## src/rtl/mem_ctrl_pkg.sv

```systemverilog
// mem_ctrl_pkg: size encodings, controller states and alignment check for mem_access_ctrl.
package mem_ctrl_pkg;
  localparam logic [1:0] SZ_BYTE = 2'b00;
  localparam logic [1:0] SZ_HALF = 2'b01;
  localparam logic [1:0] SZ_WORD = 2'b10;
  typedef enum logic [2:0] {IDLE, RD, MRG, WR, RESP, ERR} state_t;
  function automatic logic is_misaligned(input logic [1:0] size, input logic [1:0] addr);
    return (size == 2'b11) || (size == SZ_HALF && addr[0]) || (size == SZ_WORD && addr != 2'b00);
  endfunction
endpackage

```

## src/rtl/mem_lane_unit.sv

```systemverilog
// mem_lane_unit: lane extract/extend for loads and lane merge for sub-word stores.
module mem_lane_unit
  import mem_ctrl_pkg::*;
(
  input  logic [1:0]  size_i,
  input  logic        sext_i,
  input  logic [1:0]  off_i,
  input  logic [31:0] word_i,
  input  logic [31:0] wdata_i,
  output logic [31:0] load_o,
  output logic [31:0] merge_o
);
  logic [4:0]  sh;
  logic [31:0] lane;
  logic [31:0] mask;
  assign sh = {off_i, 3'b000};
  always_comb begin
    lane    = word_i >> sh;
    load_o  = size_i == SZ_BYTE ? {{24{sext_i & lane[7]}}, lane[7:0]} :
              size_i == SZ_HALF ? {{16{sext_i & lane[15]}}, lane[15:0]} : word_i;
    mask    = (size_i == SZ_BYTE ? 32'h0000_00FF : 32'h0000_FFFF) << sh;
    merge_o = size_i == SZ_WORD ? wdata_i : (word_i & ~mask) | ((wdata_i << sh) & mask);
  end
endmodule

```

## src/rtl/mem_access_ctrl.sv

```systemverilog
// mem_access_ctrl: byte-addressed load/store sequencer with RMW for a word-addressed memory.
// Define MEM_ACCESS_CNT_EN to add saturating rd_cnt/wr_cnt access counters.
module mem_access_ctrl
  import mem_ctrl_pkg::*;
#(
  parameter int ADDR_W = 8,
  parameter int DATA_W = 32,
  parameter int RD_LAT = 1
) (
  input  logic              clk,
  input  logic              rst,
  input  logic              req_valid,
  output logic              req_ready,
  input  logic              req_we,
  input  logic [1:0]        req_size,
  input  logic              req_sext,
  input  logic [ADDR_W+1:0] req_addr,
  input  logic [DATA_W-1:0] req_wdata,
  output logic              rsp_valid,
  input  logic              rsp_ready,
  output logic [DATA_W-1:0] rsp_rdata,
  output logic              rsp_err,
  output logic              Mem_Read,
  output logic              Mem_Write,
  output logic [ADDR_W-1:0] Mem_Addr,
  output logic [DATA_W-1:0] M_W_Data,
  input  logic [DATA_W-1:0] M_R_Data
`ifdef MEM_ACCESS_CNT_EN
  ,
  output logic [15:0]       rd_cnt,
  output logic [15:0]       wr_cnt
`endif
);
  state_t      state_q, state_d;
  logic        we_q, sext_q;
  logic [1:0]  size_q, off_q, cnt_q, cnt_d;
  logic [31:0] wdata_q, word_q, word_d, load_w, merge_w;
  logic        accept;
  assign accept = req_valid && state_q == IDLE;
  mem_lane_unit u_lane (
    .size_i (size_q),
    .sext_i (sext_q),
    .off_i  (off_q),
    .word_i (word_q),
    .wdata_i(wdata_q),
    .load_o (load_w),
    .merge_o(merge_w)
  );
  always_comb begin
    state_d = state_q;
    cnt_d   = cnt_q;
    word_d  = word_q;
    unique case (state_q)
      IDLE: begin
        cnt_d = 2'(RD_LAT - 1);
        if (req_valid)
          state_d = is_misaligned(req_size, req_addr[1:0]) ? ERR :
                    (!req_we || req_size != SZ_WORD) ? RD : WR;
      end
      RD: begin
        cnt_d = cnt_q - 2'd1;
        if (cnt_q == 2'd0) begin
          word_d  = M_R_Data;
          state_d = we_q ? MRG : RESP;
        end
      end
      MRG: begin
        word_d  = merge_w;
        state_d = WR;
      end
      WR:        state_d = RESP;
      RESP, ERR: state_d = rsp_ready ? IDLE : state_q;
      default:   state_d = IDLE;
    endcase
  end
  always_ff @(posedge clk or posedge rst) begin
    if (rst) begin
      state_q   <= IDLE;
      cnt_q     <= '0;
      word_q    <= '0;
      we_q      <= 1'b0;
      sext_q    <= 1'b0;
      size_q    <= '0;
      off_q     <= '0;
      wdata_q   <= '0;
      Mem_Read  <= 1'b0;
      Mem_Write <= 1'b0;
      Mem_Addr  <= '0;
      M_W_Data  <= '0;
    end else begin
      state_q   <= state_d;
      cnt_q     <= cnt_d;
      word_q    <= word_d;
      Mem_Read  <= state_d == RD;
      Mem_Write <= state_d == WR;
      if (accept) begin
        we_q     <= req_we;
        sext_q   <= req_sext;
        size_q   <= req_size;
        off_q    <= req_addr[1:0];
        wdata_q  <= req_wdata;
        Mem_Addr <= req_addr[ADDR_W+1:2];
      end
      // word stores go straight from IDLE, sub-word stores carry the merged word out of MRG
      if (state_d == WR) M_W_Data <= state_q == IDLE ? req_wdata : merge_w;
    end
  end
  assign req_ready = state_q == IDLE;
  assign rsp_valid = state_q == RESP || state_q == ERR;
  assign rsp_err   = state_q == ERR;
  assign rsp_rdata = (state_q == RESP && !we_q) ? load_w : '0;
`ifdef MEM_ACCESS_CNT_EN
  always_ff @(posedge clk or posedge rst) begin
    if (rst) begin
      rd_cnt <= '0;
      wr_cnt <= '0;
    end else begin
      if (state_q == RD && cnt_q == 2'd0 && rd_cnt != 16'hFFFF) rd_cnt <= rd_cnt + 16'd1;
      if (state_q == WR && wr_cnt != 16'hFFFF) wr_cnt <= wr_cnt + 16'd1;
    end
  end
`endif
endmodule

```

## config.mk

```make
export PLATFORM = sky130hd
export DESIGN_NAME = mem_access_ctrl
export DESIGN_NICKNAME = d
export VERILOG_FILES = /design/src/rtl/mem_ctrl_pkg.sv /design/src/rtl/mem_lane_unit.sv /design/src/rtl/mem_access_ctrl.sv
export SDC_FILE = /design/constraint.sdc
export NUM_CORES = 1
export LEC_CHECK = 0
export CAP_MARGIN = 20
export CELL_PAD_IN_SITES_DETAIL_PLACEMENT = 0
export CELL_PAD_IN_SITES_GLOBAL_PLACEMENT = 2
export CORE_MARGIN = 5
export CORE_UTILIZATION = 28
export CTS_BUF_LIST = sky130_fd_sc_hd__clkbuf_16
export DETAILED_ROUTE_END_ITERATION = 16
export PLACE_DENSITY_LB_ADDON = 0.1
export REMOVE_ABC_BUFFERS = 1
export SLEW_MARGIN = 20
export SYNTH_ARGS = -nofsm -noshare
export SYNTH_HDL_FRONTEND = slang
export SYNTH_SLANG_ARGS = --single-unit
```

## constraint.sdc

```tcl
create_clock -name clk -period 3.2 [get_ports clk]
set_input_delay 0.32 -clock clk [delete_from_list [all_inputs] [get_ports clk]]
set_output_delay 0.32 -clock clk [all_outputs]
set_load 0.005 [all_outputs]
```

==> flow_metrics.tcl <==
set metrics [dict create \
    first_global_vias 6766 \
    final_cell_mix "clkdlybuf4s50_1, dfrtp_1, nand2_1, nor2_1, mux2_2" \
    crit_path_end_kind "primary output" \
    grt.overflow.total 0 \
    yosys.area_share.simple_pct 16.7 \
    dieArea_sq_um 27800 \
    max_cap_violations 0 \
    power.total_mw 10.7 \
    coreArea_sq_um 24200 \
    synth_top_flop_cell "dfrtp_1" \
    synth_edf_count 0 \
    numCtsBuffers 17 \
    drive_gt1_share_pct 16.8 \
    cts_resized 0 \
    synth_top_family_by_area "compound AO/OA/AOI/OAI gates" \
    hold_class "in2async" \
    fin_skew_ns 0.0164 \
    viasPerCell 5.13 \
    status "finished, final reports clean" \
    setup.worst_path.class "reg2out" \
    final.period_utilization_pct 94.9 \
    ant_nets 0 \
    diodes 0 \
    worst-path-max-fanout 21 \
    maxSlewViolCount 0 \
    clkTransAtPathRegs_ns 0.06 \
    dp_hpwl_mm 18.5 \
    wire_per_inst_um 20.8 \
    initial_core_util_pct 28.3 \
    rsz0062_at_grt "false" \
    clk_latency_ns 0.42 \
    fin_util_pct 39.0 \
    tritoncts "yes" \
    peakVddDrop_v 0.000569 \
    first_pass_iters 5 \
    seq_area_frac_synth_pct 42.6 \
    fmax_mhz 329 \
    port_buffers 158 \
    synth.distinct_cells 56 \
    drc_errors 0 \
    die_y_um 167 \
    clockRootBuffer "clkbuf_16" \
    die_w_um 167 \
    ys_seq_elements 117 \
    start_kind "flip-flop" \
    tightest_slew_ns 0.679 \
    rows 57 \
    max_slew_margin_pct 54.8 \
    antenna_found_initial 0 \
    initialDrtViolationCount 419 \
    synth_cells 738 \
    htree_levels 4 \
    p_per_area_nw_per_um2 1130 \
    p_leak_nw 3.97 \
    num_vias 6306 \
    synth_xor_area_share_pct 0 \
    clk_path_buf_depth 2 \
    synth_compound_area_share_pct 21.0 \
    synth_fa_ha_area_share_pct 0.182 \
    holdBufCountCts 0 \
    arrival_ns 2.72 \
    syn2layout_area_growth_pct 37.6 \
    hold_viol 0 \
    whs_ns 0.369 \
    setup_viol 0 \
    grt_max_degree 56 \
    nets 978 \
    cp_data_required_time_ns 2.88 \
    muxShareOfSynthArea_pct 14.2 \
    min_period_ns 3.04 \
    cts_sinks 117 \
    mostFrequentLayoutCell "clkdlybuf4s50_1" \
    cts_setup_buffers 0 \
    ys_warn_count 0 \
    syn_area_sq_um 6870 \
    gp_congestion 0.824 \
    syn_area_per_cell_sq_um 9.30 \
    drt-total-wl_mm 25.5 \
    synthArstFlopShare_pct 100 \
    grt_usage_pct 18.3 \
    ios 159 \
    grt_pass1_wl_mm 40.0 \
]
-- Yosys cell counts (all sizes together) (15+ instances only) --
| cell type | count | area share, % |
|---|---|---|
| mux2i | 31 | 4.5 |
| and3b | 15 | 1.9 |
| buf | 33 | 3.0 |
| nand2 | 100 | 5.5 |
| a21o | 18 | 2.0 |
| a221oi | 16 | 2.0 |
| dfrtp | 117 | 43 |
| mux2 | 57 | 9.3 |
| a21oi | 35 | 2.8 |
| nor2 | 93 | 5.1 |
| o21ai | 44 | 3.2 |
| inv | 16 | 0.87 |
| clkbuf | 26 | 1.4 |
| a31oi | 16 | 1.5 |
-- cells by family after synthesis --
kind of cell / after synthesis
buffers and inverters: 75
flip-flops: 117
multiplexers: 89
adder cells (fa/ha/maj): 1
AO/OA/AOI/OAI: 206
AND/OR/NAND/NOR: 250
-- metal layers --
metal	global-route usage, %	vias to the layer above	wire length, um
li1	-	2986	-
met1	24.2	3115	11600
met2	30.6	176	12400
met3	3.82	29	1150
met4	5.09	0	387
met5	0	-	0
-- critical path: stages, from the launching register on --
cell	delay [ns]
dfrtp_1	0.36
buf_4	0.28
nor2b_1	0.50
a222oi_1	0.19
o21a_1	0.22
nor2_1	0.18
clkdlybuf4s50_1	0.55
-- power breakdown --
group          internal [mW]  switching, mW
sequential              2.24          0.769
combinational           2.80           3.05
clock                   1.12          0.699
-- final timing paths --
path	start	end	slack [ns]	cells past startpoint
hold reg to reg	Mem_Addr[3]$_DFFE_PP0P_	Mem_Addr[3]$_DFFE_PP0P_	0.51	1
max in group asynchronous	rst	wdata_q[24]$_DFFE_PP0P_	2.01	3
setup / recovery	off_q[0]$_DFFE_PP0P_	rsp_rdata[14]	0.16	6
hold / removal	rst	Mem_Addr[0]$_DFFE_PP0P_	0.37	2
setup reg to reg	off_q[0]$_DFFE_PP0P_	M_W_Data[20]$_DFFE_PP0N_	0.57	7
min in group clk	req_wdata[16]	M_W_Data[16]$_DFFE_PP0N_	0.50	3
-- area by class of cell --
type / instances / area [sq um]
Clock buffer: 17 / 425
Timing Repair Buffer: 197 / 1910
Tap cell: 324 / 405
Clock inverter: 13 / 121
Sequential cell: 117 / 2930
Inverter: 16 / 62.6
Multi-Input combinational cell: 546 / 3590
Fill cell: 2489 / 14800
-- flip-flops by register name, summed over array words and instances (netlist names) --
name	count
M_W_Data	32
Mem_Addr	8
Mem_Read	1
Mem_Write	1
cnt_q	2
off_q	2
sext_q	1
size_q	2
state_q	3
wdata_q	32
we_q	1
word_q	32
-- stage by stage --
step / instance area (sq um) / cells / TNS (ns) / setup WS [ns]
2_1_floorplan: 6560 / 679 / -329.10 / -4.44
3_3_place_gp: 8900 / 1200 / 0 / 0.397
3_5_place_dp: 8900 / 1200 / 0 / 0.296
4_1_cts: 9440 / 1230 / 0 / 0.0556
5_1_grt: 9450 / 1230 / 0 / 0.0361
6_report: 9450 / 1230 / 0 / 0.164
(Power assumes the default switching activity.)
